[src/rtl/sat_narrow_pkg.sv]
// Shared types, destination bounds and range helpers for the saturating narrowing converter.
package sat_narrow_pkg;

    typedef struct packed {
        logic src_signed;
        logic dst_signed;
        logic dst_w16;
        logic saturate;
    } narrow_mode_t;

    localparam logic signed [32:0] S8_MIN  = -33'sd128;
    localparam logic signed [32:0] S8_MAX  = 33'sd127;
    localparam logic signed [32:0] U8_MAX  = 33'sd255;
    localparam logic signed [32:0] S16_MIN = -33'sd32768;
    localparam logic signed [32:0] S16_MAX = 33'sd32767;
    localparam logic signed [32:0] U16_MAX = 33'sd65535;
    localparam logic signed [32:0] U_MIN   = 33'sd0;

    // True 33-bit value: unsigned 0x80000000 must compare as +2^31.
    function automatic logic signed [32:0] extend_src(input logic [31:0] data,
                                                      input logic        src_signed);
        return $signed({src_signed & data[31], data});
    endfunction

    function automatic logic signed [32:0] dst_min(input narrow_mode_t mode);
        if (!mode.dst_signed) return U_MIN;
        return mode.dst_w16 ? S16_MIN : S8_MIN;
    endfunction

    function automatic logic signed [32:0] dst_max(input narrow_mode_t mode);
        if (mode.dst_signed) return mode.dst_w16 ? S16_MAX : S8_MAX;
        return mode.dst_w16 ? U16_MAX : U8_MAX;
    endfunction

endpackage

[src/rtl/sat_narrow_clamp.sv]
// Combinational clamp/wrap stage: turns a registered word plus its range flags into the
// 16-bit narrow result and the overflow flag.
module sat_narrow_clamp
    import sat_narrow_pkg::*;
(
    input  logic [15:0]  value,
    input  narrow_mode_t mode,
    input  logic         below_min,
    input  logic         above_max,
    output logic [15:0]  result,
    output logic         ovf
);

    logic signed [32:0] lo_bound;
    logic signed [32:0] hi_bound;
    logic [15:0]        raw;
    logic               unused_src_signed;

    assign lo_bound          = dst_min(mode);
    assign hi_bound          = dst_max(mode);
    assign unused_src_signed = mode.src_signed;

    always_comb begin
        raw = value;
        if (mode.saturate && below_min) begin
            raw = lo_bound[15:0];
        end else if (mode.saturate && above_max) begin
            raw = hi_bound[15:0];
        end
    end

    // 8-bit results are widened according to the destination signedness.
    assign result = mode.dst_w16 ? raw
                                 : {(mode.dst_signed ? {8{raw[7]}} : 8'h00), raw[7:0]};
    assign ovf    = below_min | above_max;

endmodule

[src/rtl/sat_narrow_converter.sv]
// Two-stage valid/ready narrowing converter (32-bit -> 8/16-bit, saturate or wrap).
// Define SAT_NARROW_OVF_CNT_EN to build the overflow counter and ovf_clear logic.
module sat_narrow_converter
    import sat_narrow_pkg::*;
#(
    parameter int CNT_W = 16
) (
    input  logic             clk,
    input  logic             rst,
    input  logic             in_valid,
    output logic             in_ready,
    input  logic [31:0]      in_data,
    input  logic             in_src_signed,
    input  logic             in_dst_signed,
    input  logic             in_dst_w16,
    input  logic             in_saturate,
    output logic             out_valid,
    input  logic             out_ready,
    output logic [15:0]      out_data,
    output logic             out_ovf,
    input  logic             ovf_clear,
    output logic [CNT_W-1:0] ovf_count
);

    narrow_mode_t       in_mode;
    logic signed [32:0] in_value;
    logic               in_below;
    logic               in_above;

    logic               s1_valid_q, s1_valid_d;
    logic [15:0]        s1_data_q, s1_data_d;
    narrow_mode_t       s1_mode_q, s1_mode_d;
    logic               s1_below_q, s1_below_d;
    logic               s1_above_q, s1_above_d;

    logic               s2_valid_q, s2_valid_d;
    logic [15:0]        s2_data_q, s2_data_d;
    logic               s2_ovf_q, s2_ovf_d;

    logic               s2_ready;
    logic [15:0]        clamp_result;
    logic               clamp_ovf;

    assign in_mode  = '{src_signed: in_src_signed, dst_signed: in_dst_signed,
                        dst_w16: in_dst_w16, saturate: in_saturate};
    assign in_value = extend_src(in_data, in_src_signed);
    assign in_below = in_value < dst_min(in_mode);
    assign in_above = in_value > dst_max(in_mode);

    assign s2_ready = !s2_valid_q || out_ready;
    assign in_ready = !rst && (!s1_valid_q || s2_ready);

    // The range flags summarise the upper word bits, so S1 keeps only the low half.
    always_comb begin
        s1_valid_d = s1_valid_q;
        s1_data_d  = s1_data_q;
        s1_mode_d  = s1_mode_q;
        s1_below_d = s1_below_q;
        s1_above_d = s1_above_q;
        s2_valid_d = s2_valid_q;
        s2_data_d  = s2_data_q;
        s2_ovf_d   = s2_ovf_q;
        if (!s1_valid_q || s2_ready) begin
            s1_valid_d = in_valid;
            if (in_valid) begin
                s1_data_d  = in_data[15:0];
                s1_mode_d  = in_mode;
                s1_below_d = in_below;
                s1_above_d = in_above;
            end
        end
        if (s2_ready) begin
            s2_valid_d = s1_valid_q;
            if (s1_valid_q) begin
                s2_data_d = clamp_result;
                s2_ovf_d  = clamp_ovf;
            end
        end
    end

    always_ff @(posedge clk) begin
        if (rst) begin
            s1_valid_q <= 1'b0;
            s1_data_q  <= '0;
            s1_mode_q  <= '0;
            s1_below_q <= 1'b0;
            s1_above_q <= 1'b0;
            s2_valid_q <= 1'b0;
            s2_data_q  <= '0;
            s2_ovf_q   <= 1'b0;
        end else begin
            s1_valid_q <= s1_valid_d;
            s1_data_q  <= s1_data_d;
            s1_mode_q  <= s1_mode_d;
            s1_below_q <= s1_below_d;
            s1_above_q <= s1_above_d;
            s2_valid_q <= s2_valid_d;
            s2_data_q  <= s2_data_d;
            s2_ovf_q   <= s2_ovf_d;
        end
    end

    sat_narrow_clamp u_clamp (
        .value     (s1_data_q),
        .mode      (s1_mode_q),
        .below_min (s1_below_q),
        .above_max (s1_above_q),
        .result    (clamp_result),
        .ovf       (clamp_ovf)
    );

    assign out_valid = s2_valid_q;
    assign out_data  = s2_data_q;
    assign out_ovf   = s2_ovf_q;

`ifdef SAT_NARROW_OVF_CNT_EN
    localparam logic [CNT_W-1:0] CNT_MAX = {CNT_W{1'b1}};

    logic [CNT_W-1:0] ovf_count_q, ovf_count_d;

    // Clear wins over a coincident increment; the count sticks at its maximum.
    always_comb begin
        ovf_count_d = ovf_count_q;
        if (ovf_clear) begin
            ovf_count_d = '0;
        end else if (out_valid && out_ready && out_ovf && (ovf_count_q != CNT_MAX)) begin
            ovf_count_d = ovf_count_q + 1'b1;
        end
    end

    always_ff @(posedge clk) begin
        if (rst) begin
            ovf_count_q <= '0;
        end else begin
            ovf_count_q <= ovf_count_d;
        end
    end

    assign ovf_count = ovf_count_q;
`else
    logic unused_ovf_clear;

    assign unused_ovf_clear = ovf_clear;
    assign ovf_count        = '0;
`endif

endmodule

[config.mk]
export PLATFORM = sky130hd
export DESIGN_NAME = sat_narrow_converter
export DESIGN_NICKNAME = d
export VERILOG_FILES = /design/src/rtl/sat_narrow_pkg.sv /design/src/rtl/sat_narrow_clamp.sv /design/src/rtl/sat_narrow_converter.sv
export SDC_FILE = /design/constraint.sdc
export NUM_CORES = 1
export LEC_CHECK = 0
export CAP_MARGIN = 20
export CORE_MARGIN = 5
export CORE_UTILIZATION = 51
export CTS_CLUSTER_SIZE = 30
export DETAILED_ROUTE_END_ITERATION = 10
export PLACE_DENSITY = 0.95
export SLEW_MARGIN = 15
export SYNTH_ARGS = -nofsm -noshare
export SYNTH_HDL_FRONTEND = slang
export SYNTH_SLANG_ARGS = --single-unit
[constraint.sdc]
create_clock -name clk -period 3.75 [get_ports clk]
set_clock_uncertainty 0.05 [all_clocks]
set_input_delay 0.5625 -clock clk [delete_from_list [all_inputs] [get_ports clk]]
set_output_delay 0.5625 -clock clk [all_outputs]
set_load 0.01 [all_outputs]
Word level (Yosys, flattened, before mapping)
Index checks and enable logic that the tools add are counted.
{ "totals": {"reg_bits": 40, "inputBits": 41, "wordCells": 42} }
{ "classes": {"order_cmp": 2, "muxes": 18, "n_reduce_logical": 10, "n_bitwise": 2} }
{ "ops": {"columns": ["operator", "n"], "rows": [
  ["two-way mux 16 bit", 8],
  ["two-way mux 33 bit", 3],
  ["two-way mux 15 bit", 4],
  ["greater-than comparator 33 bit", 1],
  ["< comparator 33 bit", 1],
  ["two-way mux 8 bit", 1],
  ["AND reduction 2 bit", 2],
  ["logical AND 1 bit", 3],
  ["logical NOT 1 bit", 3],
  ["logical OR 1 bit", 2],
  ["two-way mux 1 bit", 2],
  ["bitwise AND 1 bit", 1],
  ["bitwise OR 1 bit", 1]
]} }

Logic depth before layout (Yosys ltp)
{ "logic_depth": {"word_depth": 7, "mapped_depth": 9, "depth_no_buf": 9} }

Hierarchy
Synthesis repeated with hierarchy kept, for this count alone.
{ "unflattened": {"cells_unflattened": 347, "hier_area_um2": 2636.3} }
{ "modules_own_cells": {"columns": ["module", "seq_area_each_um2", "cells_per_inst", "n_inst", "area_each_um2"], "rows": [
  ["sat_narrow_converter", 820.8, 301, 1, 2393.5],
  ["sat_narrow_clamp", 0.0, 46, 1, 242.7]
]} }

Worst setup path after synthesis
Ideal clock, no wire load.
{ "synth_timing": {"path_kind": "input port to flip-flop", "startpoint": "input port in_dst_signed", "endpoint": "register s1_below_q", "path_slack_ns": 1.384, "path_stages": 7, "arrival_time_ns": 2.237, "setup_time_ns": 0.079, "path_buffers": 0, "cell_sequence": "inv_1 -> ha_1 -> a21o_1 -> a211o_1 -> a2111oi_4 -> o311ai_1 -> o211ai_1"} }
{ "synth_between": {"elab_chain_len": 2} }
{ "synth_lines": {"columns": ["element", "line_no", "source"], "rows": [
  ["from (decl)", "sat_narrow_converter.sv:14", "input logic in_dst_signed,"],
  ["two-way mux 33 bit", "sat_narrow_pkg.sv:27", "return mode.dst_w16 ? S16_MIN : S8_MIN;"],
  ["< comparator 33 bit", "sat_narrow_converter.sv:47", "assign in_below = in_value < dst_min(in_mode);"],
  ["to (signal assigned)", "sat_narrow_converter.sv:95", "s1_below_q <= s1_below_d;"],
  ["to (decl)", "sat_narrow_converter.sv:33", "logic s1_below_q, s1_below_d;"]
]} }
No other way between the ends.
A chain may end at the register's enable or synchronous reset.

Final worst setup path
Ends and elaborated chain as after synthesis.

==> qor.csv <==
stage;metric;value;unit
critical_path;minimum setup slack among reg-to-reg paths;2030;ps
hold_path;origin of the worst min-delay path;s1_data_q[11];
route;router iterations before antenna repair;4;
job;max-cap violations;0;
critical_path;largest delay contributor family on the critical path;compound AO/OA/AOI/OAI gates;
critical_path;CP startpoint kind;input pin;
critical_path;delay of the slowest cell on the worst path;480;ps
yosys;Syn Std Cell Area;2480;um^2
route;post-detailed-route count of antenna-violating nets;0;
yosys;fraction of post-synthesis cell area in the top cell type by area;32.3;%
yosys;top area cells in the synthesized netlist;sky130_fd_sc_hd__dfxtp_1, sky130_fd_sc_hd__ha_1, sky130_fd_sc_hd__nand2_1, sky130_fd_sc_hd__a21oi_1, sky130_fd_sc_hd__buf_4;
route;via count of the routed design;2269;
timing;setup tns final;0;ps
critical_path;CP max stage cell;sky130_fd_sc_hd__clkdlybuf4s50_1;
global_route;number of global-route vias before repair;2141;
yosys;share of synthesized registers carrying an async set or reset;0;%
timing;relative slew slack;49.5;%
finish;fraction of layout cells with a size suffix above 1;3.31;%
yosys;Most used DFF post-synth;sky130_fd_sc_hd__dfxtp_1;
floorplan;core outline area;4720;um^2
critical_path;cell breakdown of the critical path;clkdlybuf4s50_1 -> inv_1 -> ha_1 -> a21o_1 -> a211o_1 -> a2111oi_4 -> o311ai_1 -> o211ai_1;
timing;worst slew pin tran;755;ps
yosys;Netlist cell types;39;
hold_path;Worst Hold Class;reg2reg;
global_route;maximum number of pins on one net before global-route repair;43;
yosys;most instantiated library cell after synthesis;sky130_fd_sc_hd__nand2_1;
global_route;total grt overflow;0;
hold_path;end point of the worst hold path;s1_data_q[11];
clock_network;clock input transition at the sequential cells of the worst setup and hold paths;80;ps
yosys;cell count after synthesis;310;
clock_network;number of clock sinks;40;
finish;total number of nets in the final design;437;
yosys;count of flip-flops with a built-in enable after synthesis;0;
critical_path;maximum fanout encountered on the critical timing path;18;
critical_path;type of the worst setup path;in2reg;
finish;filler-free cell count of the finished design;430;
finish;filler cell count in the final layout;394;
timing;FMAX;0.353;GHz
critical_path;type of destination of the critical path;flip-flop;
power;worst ir drop on vdd;158;uV
place;placed cell area;3030;um^2
critical_path;reg-to-reg critical path startpoint;s1_valid_q;
finish;post-route cell area;3150;um^2
place;number of instances in the placed design;422;
critical_path;path depth of the worst reg2reg path;5;
clock_network;CTS H-tree lvls;2;
outcome;run status;finished, final reports clean;
route;wire length after detailed routing;5510;um
floorplan;I/O Pins;76;
clock_network;number of buffers inserted to repair setup after CTS;0;
floorplan;number of standard-cell rows in the floorplan;25;
critical_path;destination of the worst register-to-register timing path;s1_below_q;
critical_path;worst path bufs/invs;2;
clock_network;PostCTS Resize Cnt;0;
yosys;list of most frequent post-synthesis cells;sky130_fd_sc_hd__nand2_1, sky130_fd_sc_hd__a21oi_1, sky130_fd_sc_hd__dfxtp_1;
yosys;synthesized flop and latch total;40;
yosys;library cell with the largest summed area after synthesis;sky130_fd_sc_hd__dfxtp_1;
route;via density per instance;5.28;
global_route;global-route wire length before repair;9070;um
timing;Setup-failing EPs final;0;
route;WL/cell;12.8;um
floorplan;width of the die;79.7;um
timing;Hold Fails Final Rpt;0;
place;Final Wtd Congestion;0.844;
power;static leakage;0.00124;uW
timing;RSZ-0062 raised after global routing;false;
route;1st-iter DRT viols;92;
global_route;antenna violations before repair;0;
timing;total count of max-transition violations in the final report;0;
yosys;number of warnings issued by yosys;0;
finish;number of antenna cells inserted;0;
place;DP Wirelength;4440;um
critical_path;data arrival at the endpoint of the critical path;3000;ps
floorplan;Die Area;6350;um^2
route;DRC Markers;0;
critical_path;WP data required;3910;ps
place;number of buffer cells added on primary ports;58;
yosys;share of synthesized area occupied by flip-flops and latches;32.3;%
clock_network;Root Driver;sky130_fd_sc_hd__clkbuf_8;
timing;final period demand of the worst path;2840;ps
clock_network;clock buffers created by TritonCTS;5;
floorplan;Die Y-Extent;79.7;um
hold_path;Hold Path Stages;2;
clock_network;clock latency on the worst-skew pair;290;ps
power;power after layout;1040;uW
yosys;per-instance average area after synthesis;7.99;um^2
clock_network;CTS Hold Bufs;0;
floorplan;starting utilization of the core area;52.5;%
finish;synth-to-layout area growth;27.0;%
power;power density cells;331;nW/um^2
clock_network;number of buffers between clock root and the deepest sink;2;
timing;Final period util;75.6;%
clock_network;CTS tree;yes;
global_route;All-Layer GR Usage;17.7;%
[power by group]
group | switching (uW) | internal (uW)
registers | 14.6 | 449
logic | 122 | 112
clock network | 145 | 197
[logic make-up after synthesis]
family / count (synthesis) / synth area share, %
xor gates and xnor gates: 1 / 0.354
adders and majority gates: 34 / 17.2
AOI/OAI and AO/OA: 89 / 22.4
DFF: 40 / 32.3
and+or+nand+nor: 109 / 19.6
other: 1 / 0.151
buffers and inverters: 36 / 7.98
[cells in the final DEF, fill, tap and decap left out, types with 5 or more instances in the layout]
| master | netlist | final |
|---|---|---|
| sky130_fd_sc_hd__clkbuf_8 | 0 | 5 |
| sky130_fd_sc_hd__a21oi_1 | 41 | 41 |
| sky130_fd_sc_hd__inv_1 | 7 | 7 |
| sky130_fd_sc_hd__nand3_1 | 7 | 7 |
| sky130_fd_sc_hd__a211oi_1 | 11 | 11 |
| sky130_fd_sc_hd__conb_1 | 1 | 16 |
| sky130_fd_sc_hd__ha_1 | 34 | 34 |
| sky130_fd_sc_hd__nand2_1 | 62 | 62 |
| sky130_fd_sc_hd__dfxtp_1 | 40 | 40 |
| sky130_fd_sc_hd__o211ai_1 | 11 | 11 |
| sky130_fd_sc_hd__o21ai_0 | 13 | 13 |
| sky130_fd_sc_hd__nor2_1 | 15 | 15 |
| sky130_fd_sc_hd__clkdlybuf4s50_1 | 0 | 58 |
[how the worst max path moves through the flow]
| stage | start | end | slack (ps) | cells after the start |
|---|---|---|---|---|
| after floorplan | in_dst_signed | s1_below_q | 1380 | 7 |
| after global placement | in_dst_signed | s1_below_q | 660 | 8 |
| after detailed placement | in_dst_signed | s1_below_q | 610 | 8 |
| after CTS | in_dst_signed | s1_below_q | 920 | 8 |
| after global routing | in_dst_signed | s1_below_q | 790 | 8 |
| final | in_dst_signed | s1_below_q | 910 | 8 |
[worst reg2reg max path, stage by stage, from the launching register on]
cell,delay [ps]
sky130_fd_sc_hd__dfxtp_1,330
sky130_fd_sc_hd__nand3b_1,150
sky130_fd_sc_hd__nand2_1,460
sky130_fd_sc_hd__a2111oi_4,390
sky130_fd_sc_hd__o311ai_1,150
sky130_fd_sc_hd__o211ai_1,110
[metrics by stage]
step / setup WS, ps / hold WS (ps) / util (%)
2_1_floorplan: 1380 / 383 / -
3_3_place_gp: 658 / 390 / 64.2
3_5_place_dp: 613 / 395 / 64.2
4_1_cts: 924 / 406 / 66.6
5_1_grt: 794 / 427 / 66.6
6_report: 914 / 407 / 66.6
[routing by layer]
metal	up-vias	track usage [%]	share of wire [%]
met5	-	0	0
met4	0	6.36	1.3
met3	6	3.50	4.9
met2	60	31.3	50
met1	1023	20.9	44
li1	1180	-	-
[registers in the layout, summed over array words and instances (netlist names)]
register,count
s1_data_q,16
out_data,16
s1_above_q,1
out_ovf,1
s1_valid_q,1
s1_below_q,1
out_valid,1
s1_mode_q,3
[layout make-up]
cell class                      count  area [um^2]  share of cell area [%]
Clock buffer                        5         68.8                    2.19
Sequential cell                    40          801                    25.5
Clock inverter                      3         42.5                    1.35
Timing Repair Buffer               59          588                    18.7
Multi-Input combinational cell    249         1540                    48.8
Inverter                            7         26.3                   0.835
Tap cell                           67         83.8                    2.67
No activity file was read; power rests on OpenSTA's default activity.
==> RTL edit, RTL diff (same settings) <==
Register the output `out_ovf` once more, cleared by the reset; this adds one clock of latency there. The other outputs are not delayed to match.
--- a/src/rtl/sat_narrow_converter.sv
+++ b/src/rtl/sat_narrow_converter.sv
@@ -112,5 +112,11 @@
     assign out_valid = s2_valid_q;
     assign out_data  = s2_data_q;
-    assign out_ovf   = s2_ovf_q;
+    always_ff @(posedge clk) begin
+        if (rst) begin
+            out_ovf <= '0;
+        end else begin
+            out_ovf <= s2_ovf_q;
+        end
+    end
 
 `ifdef SAT_NARROW_OVF_CNT_EN
Check against the original RTL: not equivalent (a bounded check fails within 4 cycles, from zero or initial values and one cycle with rst high).
==> RTL edit against the original RTL <==
Non-clock buffer count stayed put; clock power grew 7.0%; total power increased by 3.8%; largest power group unchanged; cell area increased by 1.9%; sequential cell count is 1 higher; sequential power grew 2%; critical path type unchanged; wire length up 9.3%; setup slack got worse by 0.050 ns; largest cell class unchanged; synthesized area increased by 2.3%.
==> RTL edit: results <==
export IMPL_timing_hold_ws_ns=0.405
export IMPL_n_all_inverters=7
export IMPL_die_w_um=80.5
export IMPL_place_area_mm2=0.00309
export IMPL_sequential_cell_area_um2=821
export IMPL_gp_congestion=0.825
export IMPL_synth_cell_type_count=46
export IMPL_n_fill_cell=373
export IMPL_multi_input_area_share=0.490
export IMPL_p_leak_uw=0.00130
export IMPL_peakVddDrop_v=0.000174
export IMPL_clock_buffers=7
export IMPL_grt_max_degree=42
export IMPL_design_seq_count=41
export IMPL_cp_arrival_ns=3.02
export IMPL_grt_pass1_wl_um=10100
export IMPL_hpwl_um=4720
export IMPL_first_iter_violations=170
export IMPL_syn_inst=307
export IMPL_grt_pass1_vias=2304
export IMPL_slew_headroom=0.529
export IMPL_multi_input_cells=245
export IMPL_r2r_slack_ns=1.96
export IMPL_clock_cell_area_share=0.0363
export IMPL_viasPerCell=5.39
export IMPL_finalNonFillerCells=427
export IMPL_drive_gt1_frac=0.0500
export IMPL_synthAdderAreaFrac=0.168
export IMPL_bufAreaShareNonClock=0.183
export IMPL_hold_path_class="flop to flop"
export IMPL_gr_usage_all_layers=0.194
export IMPL_cts_clk_slew_worst_paths_ns=0.08
export IMPL_wirelength_um=6020
export IMPL_synth_compound_area_frac=0.229
export IMPL_yosys_area_share_xor_xnor=0.00346
export IMPL_ys_seq_area_frac=0.324
export IMPL_critPathMaxStageDelay_ns=0.50
export IMPL_synthTopCellsByCount="nand2_1, dfxtp_1, a21oi_1, ha_1, nor2_1"
export IMPL_netlist_top_cells_area="dfxtp_1, ha_1, nand2_1, a21oi_1, buf_4"
export IMPL_outcome="finished, final reports clean"
==> RTL edit: cell types whose count changed after synthesis, sizes merged, moves of 3 or more <==
cell and change:
a21o +3, o21ai -3, nor2 +3, and4 +3, nand3 -5, nand2b -3, a21oi -7
==> RTL edit: tightest hold or removal path, stage by stage (launching register included) <==
cell and delay [ns]:
dfxtp_1 0.31, nand2_1 0.05, a21oi_1 0.05
==> RTL edit: worst min path at each step <==
stage | start | end | cells after the start
floorplan | s1_data_q[10] | s1_data_q[10] | 2
global placement | s1_data_q[9] | s1_data_q[9] | 2
detailed placement | out_data[6] | out_data[6] | 2
CTS | out_data[6] | out_data[6] | 2
global route | out_data[3] | out_data[3] | 2
finish | out_data[6] | out_data[6] | 2
==> RTL edit: through the flow <==
step                setup slack, ns   util
floorplan                      1.40      -
finish                        0.864  0.670
CTS                           0.888  0.670
global route                  0.690  0.670
global placement              0.695  0.645
detailed placement            0.597  0.645
==> RTL edit: layer usage <==
metal  vias up  part of all wire  GRT usage
li1       1167                 -          -
met1      1055              0.40      0.229
met2        71              0.52      0.351
met3        10             0.061     0.0426
met4         0             0.014     0.0507
met5         -                 0          0
==> RTL edit: power breakdown <==
group	total, µW	leakage (µW)	internal (µW)	switching, µW
clock	366	0.0000585	217	149
combinational	239	0.000904	115	124
sequential	475	0.000337	460	14.8
total	1080	0.00130	792	287
==> RTL edit: logic make-up (layout without fill, tap and decap cells) <==
group,count (synthesis),after routing
other cells,1,16
xor+xnor,1,1
compound gates,86,86
fa+ha+maj,34,34
flops,41,41
buf+inv,36,74
simple gates,108,108
